===== src/rtl/batch_sequencer.sv =====
// Batch sequencer: streams NX x-words per sample into nx, runs one forward pass, writes one y row.
// Optional busy-cycle counter port "cycles" is enabled by defining BATCH_SEQ_CYCLE_CNT_EN.
module batch_sequencer #(
   parameter int unsigned    N      = 16,
   parameter int unsigned    A      = 32,
   parameter int unsigned    NX     = 2,
   parameter int unsigned    NY     = 2,
   parameter int unsigned    RD_LAT = 1,
   parameter logic [A-1:0]   X_BASE = '0,
   parameter logic [A-1:0]   Y_BASE = '0
) (
   input  logic              clk,
   input  logic              rst,
   input  logic              start,
   input  logic [N-1:0]      batch,
   output logic              busy,
   output logic              done,
   output logic [A-1:0]      x_addr,
   input  logic [N-1:0]      x_dout,
   output logic [N*NX-1:0]   nx,
   output logic              calc_start,
   input  logic              calc_done,
   input  logic [N*NY-1:0]   ly,
   output logic [A-1:0]      y_addr,
   output logic [N*NY-1:0]   y_din,
   output logic              y_we,
   output logic [N-1:0]      sample
`ifdef BATCH_SEQ_CYCLE_CNT_EN
   ,
   output logic [31:0]       cycles
`endif
);

   localparam int unsigned CW = $clog2(NX + 1);

   typedef enum logic [2:0] {IDLE, FETCH, DRAIN, CALC, WRITE, FIN} state_t;

   state_t              state_q, state_d;
   logic [N-1:0]        bcnt_q, bcnt_d;
   logic [A-1:0]        x_ptr_q, x_ptr_d;
   logic [A-1:0]        y_ptr_q, y_ptr_d;
   logic [N-1:0]        sample_q, sample_d;
   logic [CW-1:0]       icnt_q, icnt_d;
   logic [CW-1:0]       wcnt_q, wcnt_d;
   logic [RD_LAT-1:0]   vld_q, vld_d;
   logic [N*NX-1:0]     nx_q, nx_d;
   logic [N*NY-1:0]     ydin_q, ydin_d;
   logic                busy_q, busy_d;
   logic                cfirst_q, cfirst_d;
   logic                issue;
   logic                cap;
`ifdef BATCH_SEQ_CYCLE_CNT_EN
   logic [31:0]         cycles_q, cycles_d;
`endif

   // Oldest tap of the valid pipe marks x_dout as belonging to an issued read
   assign cap = vld_q[RD_LAT-1];

   always_comb begin
      state_d  = state_q;
      bcnt_d   = bcnt_q;
      x_ptr_d  = x_ptr_q;
      y_ptr_d  = y_ptr_q;
      sample_d = sample_q;
      icnt_d   = icnt_q;
      wcnt_d   = wcnt_q;
      nx_d     = nx_q;
      ydin_d   = ydin_q;
      busy_d   = busy_q;
      issue    = 1'b0;
      case (state_q)
         IDLE: begin
            if (start) begin
               bcnt_d = batch;
               if (batch == '0) begin
                  state_d = FIN;
               end else begin
                  state_d  = FETCH;
                  x_ptr_d  = X_BASE;
                  y_ptr_d  = Y_BASE;
                  sample_d = '0;
                  icnt_d   = '0;
                  wcnt_d   = '0;
                  busy_d   = 1'b1;
               end
            end
         end
         FETCH: begin
            issue   = 1'b1;
            x_ptr_d = x_ptr_q + A'(1);
            icnt_d  = icnt_q + CW'(1);
            if (icnt_q == CW'(NX - 1)) state_d = DRAIN;
         end
         DRAIN: begin
            if (cap && (wcnt_q == CW'(NX - 1))) state_d = CALC;
         end
         CALC: begin
            if (calc_done) begin
               ydin_d  = ly;
               state_d = WRITE;
            end
         end
         WRITE: begin
            y_ptr_d  = y_ptr_q + A'(1);
            sample_d = sample_q + N'(1);
            icnt_d   = '0;
            wcnt_d   = '0;
            state_d  = (sample_q == bcnt_q - N'(1)) ? FIN : FETCH;
         end
         FIN: begin
            busy_d  = 1'b0;
            state_d = IDLE;
         end
         default: state_d = IDLE;
      endcase

      if (cap) wcnt_d = wcnt_q + CW'(1);
      for (int k = 0; k < NX; k++) begin
         if (cap && (wcnt_q == CW'(k))) nx_d[k*N +: N] = x_dout;
      end

      vld_d[0] = issue;
      for (int i = 1; i < RD_LAT; i++) vld_d[i] = vld_q[i-1];

      cfirst_d = (state_d == CALC) && (state_q != CALC);
   end

`ifdef BATCH_SEQ_CYCLE_CNT_EN
   always_comb begin
      cycles_d = cycles_q;
      if ((state_q == IDLE) && start) cycles_d = '0;
      else if (busy_q && (cycles_q != 32'hFFFF_FFFF)) cycles_d = cycles_q + 32'd1;
   end
`endif

   always_ff @(posedge clk or posedge rst) begin
      if (rst) begin
         state_q  <= IDLE;
         bcnt_q   <= '0;
         x_ptr_q  <= '0;
         y_ptr_q  <= '0;
         sample_q <= '0;
         icnt_q   <= '0;
         wcnt_q   <= '0;
         vld_q    <= '0;
         nx_q     <= '0;
         ydin_q   <= '0;
         busy_q   <= 1'b0;
         cfirst_q <= 1'b0;
`ifdef BATCH_SEQ_CYCLE_CNT_EN
         cycles_q <= '0;
`endif
      end else begin
         state_q  <= state_d;
         bcnt_q   <= bcnt_d;
         x_ptr_q  <= x_ptr_d;
         y_ptr_q  <= y_ptr_d;
         sample_q <= sample_d;
         icnt_q   <= icnt_d;
         wcnt_q   <= wcnt_d;
         vld_q    <= vld_d;
         nx_q     <= nx_d;
         ydin_q   <= ydin_d;
         busy_q   <= busy_d;
         cfirst_q <= cfirst_d;
`ifdef BATCH_SEQ_CYCLE_CNT_EN
         cycles_q <= cycles_d;
`endif
      end
   end

   assign busy       = busy_q;
   assign done       = (state_q == FIN);
   assign x_addr     = x_ptr_q;
   assign nx         = nx_q;
   assign calc_start = (state_q == CALC) && cfirst_q;
   assign y_addr     = y_ptr_q;
   assign y_din      = ydin_q;
   assign y_we       = (state_q == WRITE);
   assign sample     = sample_q;
`ifdef BATCH_SEQ_CYCLE_CNT_EN
   assign cycles     = cycles_q;
`endif

endmodule


===== config.mk =====
export PLATFORM = sky130hd
export DESIGN_NAME = batch_sequencer
export DESIGN_NICKNAME = d
export VERILOG_FILES = /design/src/rtl/batch_sequencer.sv
export SDC_FILE = /design/constraint.sdc
export NUM_CORES = 1
export LEC_CHECK = 0
export ABC_CLOCK_PERIOD_IN_PS = 11200
export BUFFER_PORTS_ARGS = -buffer_cell sky130_fd_sc_hd__buf_2
export CELL_PAD_IN_SITES_DETAIL_PLACEMENT = 1
export CELL_PAD_IN_SITES_GLOBAL_PLACEMENT = 2
export CORE_MARGIN = 4
export CORE_UTILIZATION = 36
export CTS_CLUSTER_DIAMETER = 150
export DETAILED_ROUTE_END_ITERATION = 8
export HOLD_SLACK_MARGIN = 0.1
export PLACE_DENSITY = 0.84
export RECOVER_POWER = 50
export SETUP_SLACK_MARGIN = 0.3
export SLEW_MARGIN = 20
export SYNTH_ARGS = -nofsm -noshare
export SYNTH_HDL_FRONTEND = slang
export SYNTH_SLANG_ARGS = --single-unit

===== constraint.sdc =====
create_clock -name clk -period 11.2 [get_ports clk]
set_input_delay 1.68 -clock clk [delete_from_list [all_inputs] [get_ports clk]]
set_output_delay 1.68 -clock clk [all_outputs]
set_load 0.1 [all_outputs]

---- Word-level counts from Yosys, hierarchy flattened ----
Cells that the tools add are included.
storage, ports and cells
  memories kept ........................... 0
  register bits ........................... 170
  memory bits (writable) .................. 0
  bits of input ports ..................... 68
  latch bits .............................. 0
  ROM bits ................................ 0
  output and inout bits ................... 148
cells by class
  bitwise gates (word level) .............. 0
  reductions and logical operators ........ 19
  equality and inequality tests ........... 14
  mux-type cells .......................... 23
  shifts and indexed selects .............. 0
  $mul .................................... 0
  div/mod/pow operators ................... 0
  order comparisons ....................... 0
  $add $sub $neg .......................... 6
operators by type and width
  cell                   number
  $pmux 32 s2            2
  $add 32x1->32 const B  2
  $mux 32                2
  $mux 16                2
  $pmux 16 s2            1
  $mux 3                 6
  $add 16x1->16 const B  1
  $eq 16x16->1           1
  $logic_not 16->1       1
  $sub 16x1->16 const B  1
  $pmux 3 s5             1
  $reduce_and 3->1       5
  $eq 3x2->1 const B     3
  $eq 3x3->1 const B     2
  $mux 2                 3
  $ne 3x3->1 const B     2
  $pmux 2 s3             1
  $reduce_bool 2->1      3
  $reduce_bool 3->1      2
  $add 2x1->2 const B    2
  $eq 2x1->1 const B     2
  $logic_and 1x1->1      4
  $ne 2x2->1 const B     2
  $pmux 2 s2             1
  other kinds (7)        10

---- Longest topological paths before layout ----
  depth after elaboration ................. 6
  depth in mapped cells ................... 9
  gate-level depth less buffers ........... 8

---- Worst setup path before layout ----
Ideal clock, no wire load.
  path type ............................... reg2out
  start ................................... register state_q[2]
  end ..................................... output calc_start
  arrival ................................. 1.468 ns
  data required time ...................... 9.520 ns
  setup slack ............................. 8.052 ns
  buffers on the path ..................... 1
  cell stages (with the launch flop) ...... 4
  path through ............................ dfrtp_1 -> clkbuf_1 -> nor2_1 -> and3_1
on the way
  longest elaborated chain between the ends .. 2
ends and longest elaborated chain
  item                    line  text
  from (decl)             38    state_t state_q, state_d;
  from (signal assigned)  154   state_q <= state_d;
  $eq 3x2->1              176   assign calc_start = (state_q == CALC) && cfirst_q;
  $logic_and 1x1->1       176
  to (decl)               21    output logic calc_start,
Every way passes these cells.

==> metrics.yaml <==
logic_synthesis:
  ys_top_cells_by_area: "dfrtp_1 52%, mux2_2 5.8%, xor2_1 4.8%"
  synth_top_area_share_pct: 51.8
  synth_area_sq_um: 8210
  synth.largest_area_cell: "dfrtp_1"
  syn_area_per_cell_sq_um: 10.6
  seq_area_frac_synth_pct: 51.8
  yosysWarnings: 0
  synthCells: 778
  synth_edf_count: 0
  yosys.cell_types.count: 56
  synthArstFlopShare_pct: 100
  synth-main-ff-cell: "dfrtp_1"
  ys_ff_latch: 170
  synth_fp_nets: 853
sta:
  relSlewSlack_pct: -183
  worst_pin_slew_ps: 4230
  period_needed_ps: 4470
  maxSlewViolCount: 130
  finalSetupViolCount: 0
  fin_setup_tns_ps: 0
  final_hold_viol_count: 0
  finClkSkew_ps: 17.3
  fin_crit_sh_pct: 39.9
  finalWorstSetupSlack_ps: 6730
  max_freq_mhz: 224
  rsz0062_at_grt: "false"
layout:
  design_area_sq_um: 10100
  layout_commonest_cell: "dfrtp_1"
  finalNetCount: 1052
  fin_util_pct: 44.7
  drive_gt1_share_pct: 26.7
  final_cell_mix: "170 x dfrtp_1, 166 x buf_2, 83 x nor2_1"
  nFillCells: 2632
  diodes: 0
  synthToLayoutAreaGrowth_pct: 22.7
place:
  pre_cts_ws_ps: 6840
  gp_congestion: 0.788
  portBuffers: 215
  hpwl_mm: 16.5
  placed_area_sq_um: 9530
cts:
  post_cts_resized: 0
  clk-insertion-delay-late_ps: 430
  clock_sinks: 170
  cts_tree: "done"
  h-tree-depth: 4
  cts_setup_buffers: 0
  hold_buffers: 0
  cts-root-buf: "clkbuf_16"
  path_clk_slew_ps: 80
  clk_path_buf_depth: 2
  cts_buffers: 17
floorplanning:
  dieWidth_um: 159
  rows: 55
  initial_core_util_pct: 36.4
  core_area_sq_um: 22600
  dieHeight_um: 159
  ios: 216
  die_area_sq_um: 25300
worst_hold_path:
  min_from: "nx[22]"
  holdCritPathClass: "reg2reg"
routing:
  drt_iter0_drc: 300
  drc: 0
  drt-pass1-iter-count: 7
  wl_per_cell_um: 18.0
  via_count: 6609
  drt-vias-per-instance: 5.18
  postRouteAntennaNets: 0
  finalWirelength_mm: 23.0
global_route:
  first_global_vias: 6995
  grtUsageTotal_pct: 18.3
  antenna_found_initial: 0
  grt_max_degree: 96
  grt.overflow.total: 0
  grt_pass1_wl_mm: 38.3
critical_path:
  regToRegStartpoint: "state_q[1]"
  critPathKind: "in2async"
  cp.arrival_ps: 4950
  path_max_fanout: 95
  slowest_delay_ps: 2330
  cp-startpoint: "rst"
  startpoint_type: "input port"
  cp-end-kind: "asynchronous set/reset pin"
  crit_required_ps: 11680
  critPathSlowestCell: "clkinvlp_2"
  crit_chain: "buf_2 -> clkinvlp_2 -> buf_6"
power:
  vdd_ir_drop_max_uv: 165
  p_leak_nw: 4.71
  p_per_area_nw_per_um2: 308
run:
  drv_cap: 2
outcome:
  status: "finished with violations"
  violations: "max-capacitance violations, max-slew violations"
[path summary, 6_finish.rpt]
kind | to | slack, ps | depth (start not counted)
setup / recovery | bcnt_q[5] | 6730 | 3
hold / removal | nx[22] | 490 | 1
setup reg to reg | y_din[29] | 8160 | 4
hold reg to reg | nx[22] | 490 | 1
max in group clk | x_addr[31] | 7410 | 7
min in group asynchronous | x_addr[22] | 2490 | 2
[state kept, by name (all words and copies together) (netlist names)]
name,flops
cap,1
x_addr,32
cfirst_q,1
icnt_q,2
y_din,32
wcnt_q,2
bcnt_q,16
state_q,3
nx,32
sample,16
busy,1
y_addr,32
[area by class of cell]
type                            instances  area, sq um  area share [%]
Sequential cell                       170         4250            42.2
Multi-Input combinational cell        554         3750            37.2
Timing Repair Buffer                  218         1040            10.3
Clock buffer                           17          425            4.22
Tap cell                              285          357            3.54
Clock inverter                         15          191            1.90
Inverter                               16         61.3           0.608
[logic make-up (layout without fill, tap and decap cells)]
logic type	count (synthesis)	count (layout)	synth area share [%]
adder cells (fa/ha/maj)	7	7	1.07
AND/OR/NAND/NOR	336	336	21.8
flip-flops	170	170	51.8
AO/OA/AOI/OAI	57	57	4.19
multiplexers	71	71	9.64
buffers and inverters	54	266	2.70
XOR/XNOR	83	83	8.85
[where the power goes]
group,internal (mW),total (mW),switching [mW]
Clock,0.306,0.604,0.297
Combinational,0.282,1.58,1.30
Sequential,0.781,0.925,0.143
Total,1.37,3.11,1.74
[metal layers]
layer / track usage (%) / part of all wire [%]
met5: 0 / 0
met4: 5.36 / 1.7
met3: 3.91 / 4.5
met2: 29.2 / 47
met1: 25.3 / 47
[cell usage after synthesis, types with 14 or more instances]
| library cell | n |
|---|---|
| dfrtp_1 | 170 |
| nor2_1 | 84 |
| nand2_1 | 81 |
| xor2_1 | 45 |
| mux2_2 | 42 |
| xnor2_1 | 38 |
| nand4_1 | 37 |
| nand3_1 | 31 |
| clkbuf_1 | 25 |
| mux2_1 | 23 |
| nor4_1 | 19 |
| nor3_1 | 16 |
| a21oi_1 | 14 |
[critical path, delay by kind of cell]
family	cells	cell delay [ps]
buf+inv	3	3180
[stage by stage]
step / cells / hold WS, ps / power (mW)
floorplan: 778 / 465 / 2.25
global route: 1275 / 516 / 3.26
detailed placement: 1243 / 476 / 2.55
finish: 1275 / 489 / 3.11
global placement: 1243 / 469 / 2.52
CTS: 1275 / 495 / 3.17
(Power assumes the default switching activity.)
